`src/rtl/lsu_mem_ctrl.sv`:
```
// Load/store initiator between the core memory stage and the data memory.
// Issues one access at a time, aligns store lanes, extends load results, checks alignment and timeout.
module lsu_mem_ctrl #(
  parameter int TIMEOUT = 15
) (
  input  logic        clk,
  input  logic        rst,
  input  logic        start_load,
  input  logic        start_store,
  input  logic [2:0]  funct3,
  input  logic [31:0] addr,
  input  logic [31:0] store_data,
  output logic        busy,
  output logic        done,
  output logic        error,
  output logic [31:0] rdata,
  output logic        mem_request,
  output logic        mem_we_re,
  output logic        mem_load,
  output logic [3:0]  mem_mask,
  output logic [7:0]  mem_address,
  output logic [31:0] mem_data_in,
  input  logic        mem_valid,
  input  logic [31:0] mem_data_out
);

  typedef enum logic [1:0] {IDLE = 2'd0, REQ = 2'd1, WAIT = 2'd2, RESP = 2'd3} state_t;

  state_t      state_r, state_s;
  logic [7:0]  cnt_r, cnt_s;
  logic [2:0]  f3_r, f3_s;
  logic [1:0]  off_r, off_s;
  logic        is_store_r, is_store_s;
  logic        err_s;
  logic [31:0] rdata_s, data_s;
  logic [3:0]  mask_s;
  logic [7:0]  address_s;
  logic        cmd_err_s, legal_s, misal_s;
  logic [3:0]  new_mask_s;
  logic [31:0] new_data_s;
  logic        unused_addr_s;

  // Address bits above the 256-word window are deliberately dropped.
  assign unused_addr_s = ^addr[31:10];

  function automatic logic [31:0] extract(input logic [2:0] f3, input logic [1:0] off,
                                          input logic [31:0] word);
    logic [7:0]  b;
    logic [15:0] h;
    logic [31:0] r;
    case (off)
      2'd0:    b = word[7:0];
      2'd1:    b = word[15:8];
      2'd2:    b = word[23:16];
      2'd3:    b = word[31:24];
      default: b = 8'd0;
    endcase
    h = off[1] ? word[31:16] : word[15:0];
    case (f3)
      3'b000:  r = {{24{b[7]}}, b};
      3'b001:  r = {{16{h[15]}}, h};
      3'b010:  r = word;
      3'b100:  r = {24'd0, b};
      3'b101:  r = {16'd0, h};
      default: r = 32'd0;
    endcase
    return r;
  endfunction

  // Command decode: legality, alignment and lane placement of the incoming request.
  always_comb begin
    legal_s    = 1'b0;
    misal_s    = 1'b0;
    new_mask_s = 4'b0000;
    new_data_s = 32'd0;
    if (start_store) begin
      legal_s = (funct3 == 3'b000) || (funct3 == 3'b001) || (funct3 == 3'b010);
    end else begin
      legal_s = (funct3 == 3'b000) || (funct3 == 3'b001) || (funct3 == 3'b010) ||
                (funct3 == 3'b100) || (funct3 == 3'b101);
    end
    case (funct3[1:0])
      2'b00: begin
        new_mask_s = 4'b0001 << addr[1:0];
        new_data_s = {4{store_data[7:0]}};
      end
      2'b01: begin
        misal_s    = addr[0];
        new_mask_s = addr[1] ? 4'b1100 : 4'b0011;
        new_data_s = {2{store_data[15:0]}};
      end
      2'b10: begin
        misal_s    = (addr[1:0] != 2'b00);
        new_mask_s = 4'b1111;
        new_data_s = store_data;
      end
      default: begin
        misal_s    = 1'b0;
        new_mask_s = 4'b0000;
        new_data_s = 32'd0;
      end
    endcase
    cmd_err_s = (start_load && start_store) || !legal_s || misal_s;
  end

  // Next-state and next-output computation.
  always_comb begin
    state_s    = state_r;
    cnt_s      = cnt_r;
    f3_s       = f3_r;
    off_s      = off_r;
    is_store_s = is_store_r;
    err_s      = 1'b0;
    rdata_s    = rdata;
    mask_s     = mem_mask;
    address_s  = mem_address;
    data_s     = mem_data_in;
    case (state_r)
      IDLE: begin
        if (start_load || start_store) begin
          if (cmd_err_s) begin
            state_s = RESP;
            err_s   = 1'b1;
            rdata_s = 32'd0;
          end else begin
            state_s    = REQ;
            f3_s       = funct3;
            off_s      = addr[1:0];
            is_store_s = start_store;
            address_s  = addr[9:2];
            mask_s     = new_mask_s;
            data_s     = new_data_s;
          end
        end else begin
          state_s = IDLE;
        end
      end
      REQ: begin
        if (is_store_r) begin
          state_s = RESP;
        end else begin
          state_s = WAIT;
          cnt_s   = 8'd0;
        end
      end
      WAIT: begin
        if (mem_valid) begin
          state_s = RESP;
          rdata_s = extract(f3_r, off_r, mem_data_out);
        end else if (cnt_r == 8'(TIMEOUT - 1)) begin
          state_s = RESP;
          err_s   = 1'b1;
          rdata_s = 32'd0;
        end else begin
          cnt_s = cnt_r + 8'd1;
        end
      end
      RESP:    state_s = IDLE;
      default: state_s = IDLE;
    endcase
  end

  // State, context and registered outputs; outputs reflect the state being entered.
  always_ff @(posedge clk or negedge rst) begin
    if (!rst) begin
      state_r     <= IDLE;
      cnt_r       <= 8'd0;
      f3_r        <= 3'd0;
      off_r       <= 2'd0;
      is_store_r  <= 1'b0;
      busy        <= 1'b0;
      done        <= 1'b0;
      error       <= 1'b0;
      rdata       <= 32'd0;
      mem_request <= 1'b0;
      mem_we_re   <= 1'b0;
      mem_load    <= 1'b0;
      mem_mask    <= 4'd0;
      mem_address <= 8'd0;
      mem_data_in <= 32'd0;
    end else begin
      state_r     <= state_s;
      cnt_r       <= cnt_s;
      f3_r        <= f3_s;
      off_r       <= off_s;
      is_store_r  <= is_store_s;
      busy        <= (state_s != IDLE);
      done        <= (state_s == RESP);
      error       <= (state_s == RESP) && err_s;
      rdata       <= rdata_s;
      mem_request <= (state_s == REQ);
      mem_we_re   <= (state_s == REQ) && is_store_s;
      mem_load    <= (state_s == REQ) && !is_store_s;
      mem_mask    <= mask_s;
      mem_address <= address_s;
      mem_data_in <= data_s;
    end
  end

endmodule

```
`config.mk`:
```
export PLATFORM = sky130hd
export DESIGN_NAME = lsu_mem_ctrl
export DESIGN_NICKNAME = d
export VERILOG_FILES = /design/src/rtl/lsu_mem_ctrl.sv
export SDC_FILE = /design/constraint.sdc
export NUM_CORES = 1
export LEC_CHECK = 0
export CAP_MARGIN = 30
export CELL_PAD_IN_SITES_DETAIL_PLACEMENT = 0
export CELL_PAD_IN_SITES_GLOBAL_PLACEMENT = 1
export CORE_AREA = 3 3 146 148
export DETAILED_ROUTE_END_ITERATION = 12
export DIE_AREA = 0 0 149 151
export GPL_TIMING_DRIVEN = 0
export HOLD_SLACK_MARGIN = 0.1
export MAX_ROUTING_LAYER = met4
export PLACE_DENSITY_LB_ADDON = 0.1
export SLEW_MARGIN = 10
export SYNTH_ARGS = -nofsm -noshare
export SYNTH_HDL_FRONTEND = slang
export SYNTH_SLANG_ARGS = --single-unit
```
`constraint.sdc`:
```
create_clock -name clk -period 6 [get_ports clk]
set_input_delay 1.2 -clock clk [delete_from_list [all_inputs] [get_ports clk]]
set_output_delay 1.2 -clock clk [all_outputs]
set_load 0.005 [all_outputs]
```
After elaboration in Yosys (flattened, before gate mapping)
Cells that the tools add are included.
{"block": "word_totals", "input_bits": 104, "ff_bits": 98, "wordCells": 99, "out_inout_bits": 82}
{"block": "op_classes", "n_addsub": 1, "n_eq_ne": 25, "bitwise_logic": 1, "mux": 31, "reduce_logical": 25, "n_shift": 1}
{"operator": "$pmux W32 S5", "n": 1}
{"operator": "$mux W32", "n": 4}
{"operator": "$pmux W32 S3", "n": 1}
{"operator": "$pmux W32 S2", "n": 1}
{"operator": "$pmux W8 S4", "n": 1}
{"operator": "$mux W8", "n": 3}
{"operator": "$mux W16", "n": 1}
{"operator": "$pmux W8 S2", "n": 1}
{"operator": "$eq A2 B2 Y1 const B", "n": 6}
{"operator": "$eq A3 B3 Y1 const B", "n": 4}
{"operator": "$pmux W4 S3", "n": 1}
{"operator": "$ne A2 B2 Y1 const B", "n": 5}
{"operator": "$mux W1", "n": 9}
{"operator": "$add A8 B1 Y8 const B", "n": 1}
{"operator": "$eq A2 B1 Y1 const B", "n": 4}
{"operator": "$eq A8 B4 Y1 const B", "n": 1}
{"operator": "$mux W2", "n": 4}
{"operator": "$pmux W2 S4", "n": 1}
{"operator": "$reduce_and A4 Y1", "n": 2}
{"operator": "$reduce_bool A2 Y1", "n": 4}
{"operator": "$logic_or A1 B1 Y1", "n": 7}
{"operator": "$eq A3 B1 Y1 const B", "n": 2}
{"operator": "$eq A3 B2 Y1 const B", "n": 2}
{"operator": "$logic_not A2 Y1", "n": 3}
{"operator": "other kinds (9)", "n": 15}

Logic depth before layout (Yosys ltp)
Gate-level depths: netlist of run 1.
{"block": "logic_depth", "word_depth": 14, "depth_mapped": 10, "ltp_nobuf": 8}

Worst setup path before layout of run 1
Ideal clock, no wire load.
{"block": "synth_timing", "kind": "input port to flip-flop", "startpoint": "in funct3[0]", "endpoint": "reg mem_address[5]", "setup_ps": 125, "slack_ps": 3191, "t_arrival_ps": 2684, "stages": 8, "n_path_buf": 2, "required_time_ps": 5875, "cell_sequence": "inv_1 ha_1 buf_2 o21ai_1 a21boi_2 nor3_4 buf_4 mux2_2"}
{"block": "synth_between", "elab_chain_len": 11, "elab_cells_between_ends": 18, "classes_between": "eq/ne (6); mux (2); bitwise (1); reduce/logical (9)"}
{"element": "start: declaration", "line": "10", "text": "input logic [2:0] funct3,"}
{"element": "$eq A3 B1 Y1 / $logic_not A3 Y1 (equally long branches)", "line": "77, 79"}
{"element": "$logic_or A1 B1 Y1 (2 in series)", "line": "77, 79"}
{"element": "$logic_or A1 B1 Y1", "line": "79", "text": "legal_s = (funct3 == 3'b000) || (funct3 == 3'b001) || (funct3 == 3'b010) ||"}
{"element": "$logic_or A1 B1 Y1", "line": "80", "text": "(funct3 == 3'b100) || (funct3 == 3'b101);"}
{"element": "$mux W1", "line": "76", "text": "if (start_store) begin"}
{"element": "$logic_not A1 Y1", "line": "103", "text": "cmd_err_s = (start_load && start_store) || !legal_s || misal_s;"}
{"element": "$logic_or A1 B1 Y1", "line": "103"}
{"element": "$logic_or A1 B1 Y1 *", "line": "103"}
{"element": "$not A1 Y1 (no source line) *"}
{"element": "$reduce_and A3 Y1 (no source line) *"}
{"element": "end signal: assignment", "line": "195", "text": "mem_address <= address_s;"}
{"element": "end: declaration", "line": "21", "text": "output logic [7:0] mem_address,"}
Every way passes the cells marked *; elsewhere a longest branch is shown, timed or not.
A chain may end at the register's enable or synchronous reset.

Worst setup path after layout of run 1
{"block": "layout_timing", "startpoint": "in funct3[0]", "endpoint": "reg rdata[19]"}
{"block": "layout_between", "elab_chain_len": 11, "elab_cells_between_ends": 18, "classes_between": "eq/ne (7); mux (2); reduce/logical (9)"}
{"element": "$eq A3 B1 Y1 / $logic_not A3 Y1 (equally long branches)", "line": "77, 79"}
{"element": "$logic_or A1 B1 Y1 (2 in series)", "line": "77, 79"}
{"element": "$logic_or A1 B1 Y1", "line": "79"}
{"element": "$logic_or A1 B1 Y1", "line": "80"}
{"element": "$mux W1", "line": "76"}
{"element": "$logic_not A1 Y1", "line": "103"}
{"element": "$logic_or A1 B1 Y1", "line": "103"}
{"element": "$logic_or A1 B1 Y1 *", "line": "103"}
{"element": "$ne A2 B2 Y1 (no source line) *"}
{"element": "$reduce_and A4 Y1 (no source line) *"}
{"element": "end signal: assignment", "line": "190", "text": "rdata <= rdata_s;"}
{"element": "end: declaration", "line": "16", "text": "output logic [31:0] rdata,"}
Marks and branches as above.

==> results of run 1 <==
==> metrics by stage <==
step,cell area [sq um],instances,utilization
floorplan,5030,509,-
global placement,7000,942,0.347
detailed placement,7030,943,0.348
CTS,7340,958,0.364
global route,7340,960,0.364
finish,7340,960,0.364
==> logic make-up (layout without fill, tap and decap cells) <==
family                     count (synthesis)  in the layout  synth area share
muxes                                     18             18            0.0381
and+or+nand+nor                          165            165             0.148
adders and majority gates                  9              9            0.0224
xor gates and xnor gates                   4              4           0.00697
DFF                                       98             98             0.488
other                                      0              2                 0
buffers and inverters                     46            225            0.0468
AOI/OAI and AO/OA                        169            169             0.251
==> final timing paths <==
check	to
worst min register to register	mem_data_in[2]$_DFFE_PN0P_
min in group asynchronous	rdata[5]$_DFFE_PN0P_
worst min-delay path	mem_data_in[2]$_DFFE_PN0P_
max in group asynchronous	f3_r[0]$_DFFE_PN0P_
worst max register to register	mem_data_in[13]$_DFFE_PN0P_
worst max-delay path	rdata[19]$_DFFE_PN0P_
==> state kept, by name, summed over array words and instances, names as in the netlist <==
register     cells
done             1
rdata           32
mem_address      8
state_r          2
mem_mask         4
off_r            2
mem_we_re        1
mem_load         1
busy             1
error            1
mem_data_in     32
cnt_r            8
mem_request      1
is_store_r       1
f3_r             3
==> power groups by stage <==
stage	logic [uW]	registers [uW]	clock network, uW
after floorplan	815	1110	0
after global placement	1630	1120	0
after detailed placement	1650	1130	0
after CTS	1660	1120	648
after global routing	1800	1150	669
final	1630	1110	624
==> cell type report <==
class	count	area, sq um
Buffer	31	179
Sequential cell	98	2450
Timing Repair Buffer	164	1660
Fill cell	2054	12800
Multi-Input combinational cell	365	2340
Tap cell	270	338
Antenna cell	2	5.00
Inverter	15	56.3
Clock inverter	5	78.8
Clock buffer	10	229
==> cells in the final DEF (no fill, tap or decap), types with 9 or more instances in the layout <==
cell type        Yosys  layout
a22oi_1              9       9
clkdlybuf4s50_1      0     162
o31ai_2             12      12
nor2_1              62      62
clkbuf_16            0       9
ha_1                 9       9
inv_1               15      15
nand3_1             11      11
clkbuf_1            11      12
o21ai_0             19      19
nand2_1             62      62
mux2i_1              9       9
buf_2               11      11
a21oi_1             58      58
dfrtp_1             98      98
==> routing by layer <==
layer | global-route usage | wire, microns | share of wire
met2 | 0.236 | 7820 | 0.46
met5 | - | 0 | 0
met1 | 0.201 | 8010 | 0.47
met4 | 0.0453 | 201 | 0.012
met3 | 0.0437 | 1130 | 0.066
==> critical path, stage by stage <==
cell and delay [ps]:
clkdlybuf4s50_1 510, inv_1 90, ha_1 190, buf_2 170, o21ai_1 180, a21boi_2 110
o311ai_1 500, clkbuf_1 480, o31ai_1 170
==> flow_metrics.py, run 1 <==
metrics = {
    "floorplanning": {
        "die_height_microns": 151,
        "die_width_microns": 149,
        "core_area_sq_mm": 0.0202,
        "rows": 52,
        "die_area_sq_mm": 0.0225,
        "start_util": 0.249,
        "ioPinCount": 186,
    },
    "logic_synthesis": {
        "synth_top_area_frac": 0.488,
        "avgSynthCellArea_sq_um": 9.88,
        "synth_nets": 622,
        "synth_ff_type": "dfrtp_1",
        "synth_cell_types": 63,
        "synthArstFlopShare": 1.00,
        "synth_area_leaders": "dfrtp_1 (49%), a21oi_1 (5.8%), nand2_1 (4.6%)",
        "ys_seq_elements": 98,
        "yosys-top-cells-count": "dfrtp_1 (98), nand2_1 (62), nor2_1 (62)",
        "ys_seq_area_frac": 0.488,
        "synth_edf_count": 0,
        "yosys_warnings": 0,
        "yosysMostFrequentCell": "dfrtp_1",
        "synth_cells": 509,
        "synth.largest_area_cell": "dfrtp_1",
        "synth_area_sq_mm": 0.00503,
    },
    "min_path": {
        "hp-start": "mem_data_in[2]$_DFFE_PN0P_",
        "worstHoldPathCells": 2,
        "hp-class": "flip-flop to flip-flop",
    },
    "detailed_routing": {
        "drt_iter0_drc": 257,
        "routedWlPerCell_microns": 17.9,
        "ant_nets": 0,
        "vias_per_cell": 4.69,
        "drc": 0,
        "routed_wl_microns": 17200,
        "drt-pass1-iter-count": 4,
        "vias": 4505,
    },
    "placed_design": {
        "post-dp-hpwl_microns": 13200,
        "place.gp.congestion": 0.775,
        "portBuffers": 163,
        "dp_slack_ps": 2250,
    },
    "worst_setup_path": {
        "rr_startpoint": "state_r[0]$_DFF_PN0_",
        "arrival_ps": 3600,
        "required_ps": 6210,
        "endpoint_kind": "flip-flop",
        "crit_fanout": 10,
        "crit_path_start": "funct3[0]",
        "ff2ff_setup_slack_ps": 3600,
        "ff2ff_path_depth": 6,
        "worstSetupPathType": "primary input to flip-flop",
        "startpoint_type": "primary input",
    },
    "global_routing": {
        "grt_antenna_before_repair": 2,
        "grt_max_degree": 51,
        "grt_overflow": 0,
        "grt_usage": 0.155,
        "grt_pass1_vias": 4636,
        "grt_pass1_wl_microns": 26000,
    },
    "layout": {
        "fin_nets": 797,
        "layout-drive-gt1-share": 0.102,
        "layout-area-overhead-vs-synth_pct": 45.9,
    },
    "sta": {
        "slew_headroom": 0.472,
        "hold_viol": 0,
        "tightestPinTransition_ps": 787,
        "maxSlewViolCount": 0,
        "max_freq_mhz": 296,
        "fin_setup_tns_ps": 0,
        "whs_ps": 467,
        "period_needed_ps": 3380,
        "fin_skew_ps": 5.74,
        "rsz0062_at_grt": "false",
        "setup_viol": 0,
        "fin_crit_sh": 0.564,
        "setup_slack_ps": 2620,
    },
    "cts": {
        "cts_max_path_buffers": 2,
        "numClockSinks": 98,
        "htree_levels": 3,
        "clkTransAtPathRegs_ps": 70,
        "post_cts_resized": 0,
        "cts_tree": "built",
        "cts_setup_buffers": 0,
        "cts_made_buffers": 9,
        "clk_latency_ps": 350,
        "root_buffer": "clkbuf_16",
        "postCtsHoldBufs": 0,
    },
    "power_and_ir_drop": {
        "p_leak_uw": 0.00305,
        "p_per_area_mw_per_mm2": 459,
        "power.total_uw": 3370,
        "p_int_uw": 2120,
        "p_clk_frac": 0.185,
        "combPwrFrac": 0.484,
        "power_frac_seq": 0.331,
        "swShare": 0.370,
        "peakVddDrop_v": 0.000192,
        "power.switching_uw": 1250,
    },
    "run_status": {
        "status": "completed",
    },
    "run": {
        "cap_violations": 0,
    },
}
Power figures use the tool's default switching activity.
==> inputs of run 2 (changes only) <==
Clock period 6 ns to 3.5 ns, I/O delays scaled along.
==> results of run 2 <==
Same layout as run 1 (identical final DEF). Status: completed.
Main changes from that run: setup slack after placement 2250 ps -> 252 ps; setup slack after layout 2620 ps -> 617 ps; hold slack 467 ps -> 288 ps; register-to-register setup slack 3600 ps -> 1100 ps; total power 3370 uW -> 5780 uW; worst IR drop on VDD 0.000192 V -> 0.000329 V
